<file path="src/rtl/register_file_wb_pkg.sv">
// riscv_pkg: shared widths and types for the register file and its writeback/decode interface
package riscv_pkg;
  localparam int XLEN = 32;
  localparam int REG_ADDR_W = 5;
  typedef logic [XLEN-1:0] word_t;
  typedef logic [REG_ADDR_W-1:0] regaddr_t;
  localparam regaddr_t REG_X0 = 5'd0;
endpackage

</file>
<file path="src/rtl/register_file_wb_if.sv">
// register_file_wb_if: writeback, decode read and issue-scoreboard signals of the register file
interface register_file_wb_if;
  import riscv_pkg::*;
  logic     RegWriteW;
  regaddr_t RD_W;
  word_t    ResultW;
  regaddr_t A1;
  regaddr_t A2;
  word_t    RD1;
  word_t    RD2;
  logic     IssueRegWriteD;
  regaddr_t IssueRdD;
  logic     Busy1;
  logic     Busy2;
  logic     IssueStall;
  modport master (
    output RegWriteW, RD_W, ResultW, A1, A2, IssueRegWriteD, IssueRdD,
    input  RD1, RD2, Busy1, Busy2, IssueStall
  );
  modport slave (
    input  RegWriteW, RD_W, ResultW, A1, A2, IssueRegWriteD, IssueRdD,
    output RD1, RD2, Busy1, Busy2, IssueStall
  );
endinterface

</file>
<file path="src/rtl/register_file_wb_pending_counter.sv">
// pending_counter: per-register in-flight writer count; simultaneous inc/dec holds, underflow clamps at zero
module pending_counter #(
  parameter int CNTW = 2
) (
  input  logic            clk,
  input  logic            rst,
  input  logic            inc,
  input  logic            dec,
  output logic [CNTW-1:0] cnt,
  output logic            full
);
  logic [CNTW-1:0] cnt_q, cnt_d;
  always_comb cnt_d = (inc == dec) ? cnt_q : inc ? cnt_q + 1'b1 : (cnt_q == '0) ? cnt_q : cnt_q - 1'b1;
  always_ff @(posedge clk or negedge rst)
    if (!rst) cnt_q <= '0;
    else cnt_q <= cnt_d;
  assign cnt  = cnt_q;
  assign full = &cnt_q;
`ifndef SYNTHESIS
  always_ff @(posedge clk)
    if (rst && dec && !inc && cnt_q == '0) $error("pending_counter: writeback with no pending writer");
`endif
endmodule

</file>
<file path="src/rtl/register_file_wb.sv">
// register_file_wb: integer register file with two combinational read ports and a RAW pending-write scoreboard
// Optional same-cycle WB->D write-through and early Busy release: define REGFILE_BYPASS_EN
module register_file_wb
  import riscv_pkg::*;
#(
  parameter int NREG = 32,
  parameter int CNTW = 2
) (
  input logic               clk,
  input logic               rst,
  register_file_wb_if.slave bus
);
`ifdef REGFILE_BYPASS_EN
  localparam bit BYP = 1'b1;
`else
  localparam bit BYP = 1'b0;
`endif
  word_t           regs_q [NREG];
  logic [CNTW-1:0] cnt [NREG];
  logic [NREG-1:0] full, dec;
  logic            hit1, hit2;
  assign cnt[0]  = '0;
  assign full[0] = 1'b0;
  assign dec[0]  = 1'b0;
  // A saturated destination may still issue when its oldest writer retires this cycle
  assign bus.IssueStall = bus.IssueRegWriteD && bus.IssueRdD != REG_X0 && full[bus.IssueRdD] && !dec[bus.IssueRdD];
  for (genvar r = 1; r < NREG; r++) begin : g_cnt
    assign dec[r] = bus.RegWriteW && bus.RD_W == regaddr_t'(r);
    pending_counter #(.CNTW(CNTW)) u_cnt (
      .clk  (clk),
      .rst  (rst),
      .inc  (bus.IssueRegWriteD && bus.IssueRdD == regaddr_t'(r) && !bus.IssueStall),
      .dec  (dec[r]),
      .cnt  (cnt[r]),
      .full (full[r])
    );
  end
  always_ff @(posedge clk or negedge rst)
    if (!rst) for (int i = 0; i < NREG; i++) regs_q[i] <= '0;
    else if (bus.RegWriteW && bus.RD_W != REG_X0) regs_q[bus.RD_W] <= bus.ResultW;
  assign hit1 = BYP && rst && bus.RegWriteW && bus.RD_W == bus.A1;
  assign hit2 = BYP && rst && bus.RegWriteW && bus.RD_W == bus.A2;
  assign bus.RD1 = (bus.A1 == REG_X0) ? '0 : hit1 ? bus.ResultW : regs_q[bus.A1];
  assign bus.RD2 = (bus.A2 == REG_X0) ? '0 : hit2 ? bus.ResultW : regs_q[bus.A2];
  assign bus.Busy1 = cnt[bus.A1] != '0 && !(BYP && cnt[bus.A1] == CNTW'(1) && dec[bus.A1]);
  assign bus.Busy2 = cnt[bus.A2] != '0 && !(BYP && cnt[bus.A2] == CNTW'(1) && dec[bus.A2]);
endmodule
</file>
<file path="src/flat_wrapper.sv">
// flat-port wrapper written by rule: the top's interface ports become plain ports
module register_file_wb_flat import riscv_pkg::*;
#(
  parameter int NREG = 32,
  parameter int CNTW = 2
)
  (clk, rst, bus_RegWriteW, bus_RD_W, bus_ResultW, bus_A1, bus_A2, bus_IssueRegWriteD, bus_IssueRdD, bus_RD1, bus_RD2, bus_Busy1, bus_Busy2, bus_IssueStall);
  register_file_wb_if bus_i ();
  input logic clk;
  input logic rst;
  input wire logic [$bits(bus_i.RegWriteW)-1:0] bus_RegWriteW;
  input wire logic [$bits(bus_i.RD_W)-1:0] bus_RD_W;
  input wire logic [$bits(bus_i.ResultW)-1:0] bus_ResultW;
  input wire logic [$bits(bus_i.A1)-1:0] bus_A1;
  input wire logic [$bits(bus_i.A2)-1:0] bus_A2;
  input wire logic [$bits(bus_i.IssueRegWriteD)-1:0] bus_IssueRegWriteD;
  input wire logic [$bits(bus_i.IssueRdD)-1:0] bus_IssueRdD;
  output wire logic [$bits(bus_i.RD1)-1:0] bus_RD1;
  output wire logic [$bits(bus_i.RD2)-1:0] bus_RD2;
  output wire logic [$bits(bus_i.Busy1)-1:0] bus_Busy1;
  output wire logic [$bits(bus_i.Busy2)-1:0] bus_Busy2;
  output wire logic [$bits(bus_i.IssueStall)-1:0] bus_IssueStall;
  assign bus_i.RegWriteW = bus_RegWriteW;
  assign bus_i.RD_W = bus_RD_W;
  assign bus_i.ResultW = bus_ResultW;
  assign bus_i.A1 = bus_A1;
  assign bus_i.A2 = bus_A2;
  assign bus_i.IssueRegWriteD = bus_IssueRegWriteD;
  assign bus_i.IssueRdD = bus_IssueRdD;
  assign bus_RD1 = bus_i.RD1;
  assign bus_RD2 = bus_i.RD2;
  assign bus_Busy1 = bus_i.Busy1;
  assign bus_Busy2 = bus_i.Busy2;
  assign bus_IssueStall = bus_i.IssueStall;
  register_file_wb #(.NREG(NREG), .CNTW(CNTW)) u_core (.clk(clk), .rst(rst), .bus(bus_i));
endmodule
</file>
<file path="config.mk">
export PLATFORM = sky130hd
export DESIGN_NAME = register_file_wb_flat
export DESIGN_NICKNAME = d
export VERILOG_FILES = /design/src/rtl/register_file_wb_pkg.sv /design/src/rtl/register_file_wb_if.sv /design/src/rtl/register_file_wb_pending_counter.sv /design/src/rtl/register_file_wb.sv /design/src/flat_wrapper.sv
export SDC_FILE = /design/constraint.sdc
export NUM_CORES = 2
export LEC_CHECK = 0
export BUFFER_PORTS_ARGS = -buffer_cell sky130_fd_sc_hd__buf_2
export CELL_PAD_IN_SITES_DETAIL_PLACEMENT = 0
export CELL_PAD_IN_SITES_GLOBAL_PLACEMENT = 1
export CORE_AREA = 3 3 359 361
export DETAILED_ROUTE_END_ITERATION = 12
export DIE_AREA = 0 0 362 364
export GPL_ROUTABILITY_DRIVEN = 0
export PLACE_DENSITY = 0.81
export SLEW_MARGIN = 20
export SYNTH_ARGS = -nofsm -noshare
export SYNTH_HDL_FRONTEND = slang
export SYNTH_SLANG_ARGS = --single-unit
</file>
<file path="constraint.sdc">
create_clock -name clk -period 3.3 [get_ports clk]
set_input_delay 0.66 -clock clk [delete_from_list [all_inputs] [get_ports clk]]
set_output_delay 0.66 -clock clk [all_outputs]
set_load 0.01 [all_outputs]
</file>
==> impl_metrics.yaml <==
status:
  status: "complete, but fails checks"
  violations: "negative setup slack"
power:
  p_total_mw: 40.7
  peakVddDrop_mv: 0.495
  power_density_nw_per_um2: 581
  p_leak_nw: 31.7
logic_synthesis:
  netlist_top_cells_count: "1432 x nand2_1, 1086 x dfrtp_1, 650 x mux4_2"
  ys.flop_type: "dfrtp_1"
  synth_top_cells_by_area: "dfrtp_1 46%, mux4_2 25%, mux2_2 10%"
  syn_area_um2: 59200
  synth_cells: 4825
  synth_seq_cells: 1086
  synth_edf_count: 0
  yosys_warnings: 0
  synth.distinct_cells: 58
  synth_nets: 4881
  async_reset_ff_share_pct: 100
  synth-seq-area-share_pct: 45.9
  synth.most_common_cell: "nand2_1"
  synth_area_per_cell_um2: 12.3
  synth_top_area_share_pct: 45.9
  synth_top_area_cell: "dfrtp_1"
sta:
  slew_violations: 0
  relSlewSlack_pct: 32.4
  finalSetupTns_ps: -271
  period_share_pct: 104
  tightest_slew_ps: 1010
  fin_skew_ps: 27.6
  setup_slack_ps: -119
  rsz0062_at_grt: "true"
  timing.hold.ws_ps: 380
  fin_crit_ps: 3420
  max_freq_mhz: 292
  hold_viol_final: 0
  setup_violations: 7
routing:
  wl_per_cell_um: 30.0
  viasPerCell: 6.54
  initialDrtViolationCount: 5349
  drc: 0
  firstDrtPassIters: 7
  wl_um: 203000
  ant_nets: 0
  vias: 44166
clock_network:
  cts_tree: "done"
  clock-sinks: 1086
  cts_root_buf: "clkbuf_16"
  cts.clk_slew.worst_paths_ps: 70
  numCtsBuffers: 112
  clk_latency_ps: 760
  htree_levels: 3
  clockBufferDepth: 3
floorplan:
  chipWidth_um: 362
  die_y_um: 364
  core_um2: 126000
  dieArea_um2: 132000
  placementRows: 130
  initial_core_util_pct: 47.1
  pin_count: 123
placement:
  preCtsSetupSlack_ps: -359
  hpwl_um: 121000
  dp.cells: 6474
  dpl_cell_area_um2: 64500
  port_buffers: 122
worst_hold_path:
  hold_path_depth: 3
  hold_start: "bus_ResultW[30]"
  hold_class: "input port to flip-flop"
  hold_path_end: "u_core.regs_q[830]"
worst_setup_path:
  critical_path.max_fanout: 2
  r2r-start: "u_core.g_cnt[19].u_cnt.cnt[0]"
  cp-end-kind: "output pin"
  cp.arrival_ps: 2760
  worstSetupPathType: "flip-flop to output pin"
  cp.required_ps: 2640
  r2r-end: "u_core.g_cnt[14].u_cnt.cnt[1]"
  crit_start: "u_core.g_cnt[19].u_cnt.cnt[0]"
  reg2regPathDepth: 10
  start_kind: "flip-flop"
  regToRegSetupSlack_ps: 720
global_routing:
  grtUsageTotal_pct: 30.9
  grt_max_degree: 94
  antenna_found_initial: 11
  grt_pass1_vias: 44443
  overflow: 0
  grt_pass1_wl_um: 300000
cells_and_area:
  fin_area_um2: 70000
  fin_nets: 5062
  drive_gt1_share_pct: 40.6
  area_growth_pct: 18.3
  finalNonFillerCells: 6755
  final_util_pct: 55.7
flow_run:
  maxCapViolations: 0
==> placed cells by master, fill, tap and decap left out, types with 22 or more instances in the layout <==
cell type,instances
nor2_4,32
o2bb2ai_1,24
nand3_1,56
buf_4,261
nor3_1,32
mux4_2,650
mux2i_1,46
buf_12,116
buf_2,104
dfrtp_1,1062
nand4_1,26
nor2_1,95
mux2_2,544
clkbuf_8,25
nor2_2,24
clkbuf_1,24
and2_1,22
nand2_1,1411
clkbuf_16,121
buf_16,29
o211ai_1,35
a21oi_1,39
dfrtp_2,24
o21ai_0,28
==> registers in the layout (all words and copies together) (netlist names) <==
name	cells
u_core.regs_q	1024
u_core.g_cnt.u_cnt.cnt	62
==> what timing repair did <==
| action | 4_1_cts | 5_1_grt |
|---|---|---|
| endpoints found under the setup margin | 67 | 46 |
| hold buffers | 1 | 0 |
| cloned | 15 | 6 |
| resized for setup | 92 | 78 |
| setup buffers | 31 | 17 |
| pin swaps | 6 | 9 |
| hold endpoints to repair | 24 | 0 |
==> cells by family after synthesis <==
logic type / after synthesis / share of synthesized area [%]
muxes: 1258 / 36.2
buffers and inverters: 477 / 3.26
xor gates and xnor gates: 3 / 0.0444
AOI/OAI and AO/OA: 186 / 2.16
and+or+nand+nor: 1815 / 12.4
DFF: 1086 / 45.9
==> worst max-delay path by stage <==
| stage | end | cells past startpoint |
|---|---|---|
| after detailed placement | bus_RD2[22] | 7 |
| after global placement | bus_RD2[22] | 7 |
| final | bus_IssueStall | 8 |
| after CTS | bus_IssueStall | 8 |
| after floorplan | bus_RD2[10] | 7 |
| after global routing | bus_IssueStall | 8 |
==> routing by layer <==
metal / vias to the layer above / wire (um) / track usage (%)
li1: 17806 / - / -
met5: - / 45 / 0
met2: 2592 / 93500 / 47.7
met3: 628 / 21400 / 7.34
met1: 23132 / 75800 / 40.7
met4: 8 / 12200 / 16.7
==> worst max-delay path: stages, from the launching register on <==
cell and delay [ps]:
dfrtp_1 400, nand2_2 100, a222oi_1 370, o21ai_1 120
a222oi_1 340, buf_4 190, a32o_2 130, o311a_1 200
buf_2 150
==> report_power, final <==
part | internal [mW] | total (mW) | switching [mW]
sequential | 15.8 | 17.9 | 2.08
combinational | 5.38 | 9.27 | 3.89
clock | 7.76 | 13.5 | 5.74
==> cell type report <==
| class | instances | area [um2] |
|---|---|---|
| inverters | 3 | 11.3 |
| repair buffers | 541 | 6110 |
| clock buffers | 164 | 3310 |
| multi-input cells | 3262 | 30700 |
| diodes | 4 | 10.0 |
| clock inverters | 45 | 576 |
| flip-flops and latches | 1086 | 27200 |
| well taps | 1650 | 2060 |
| fillers | 9969 | 55700 |
Power figures use the tool's default switching activity.
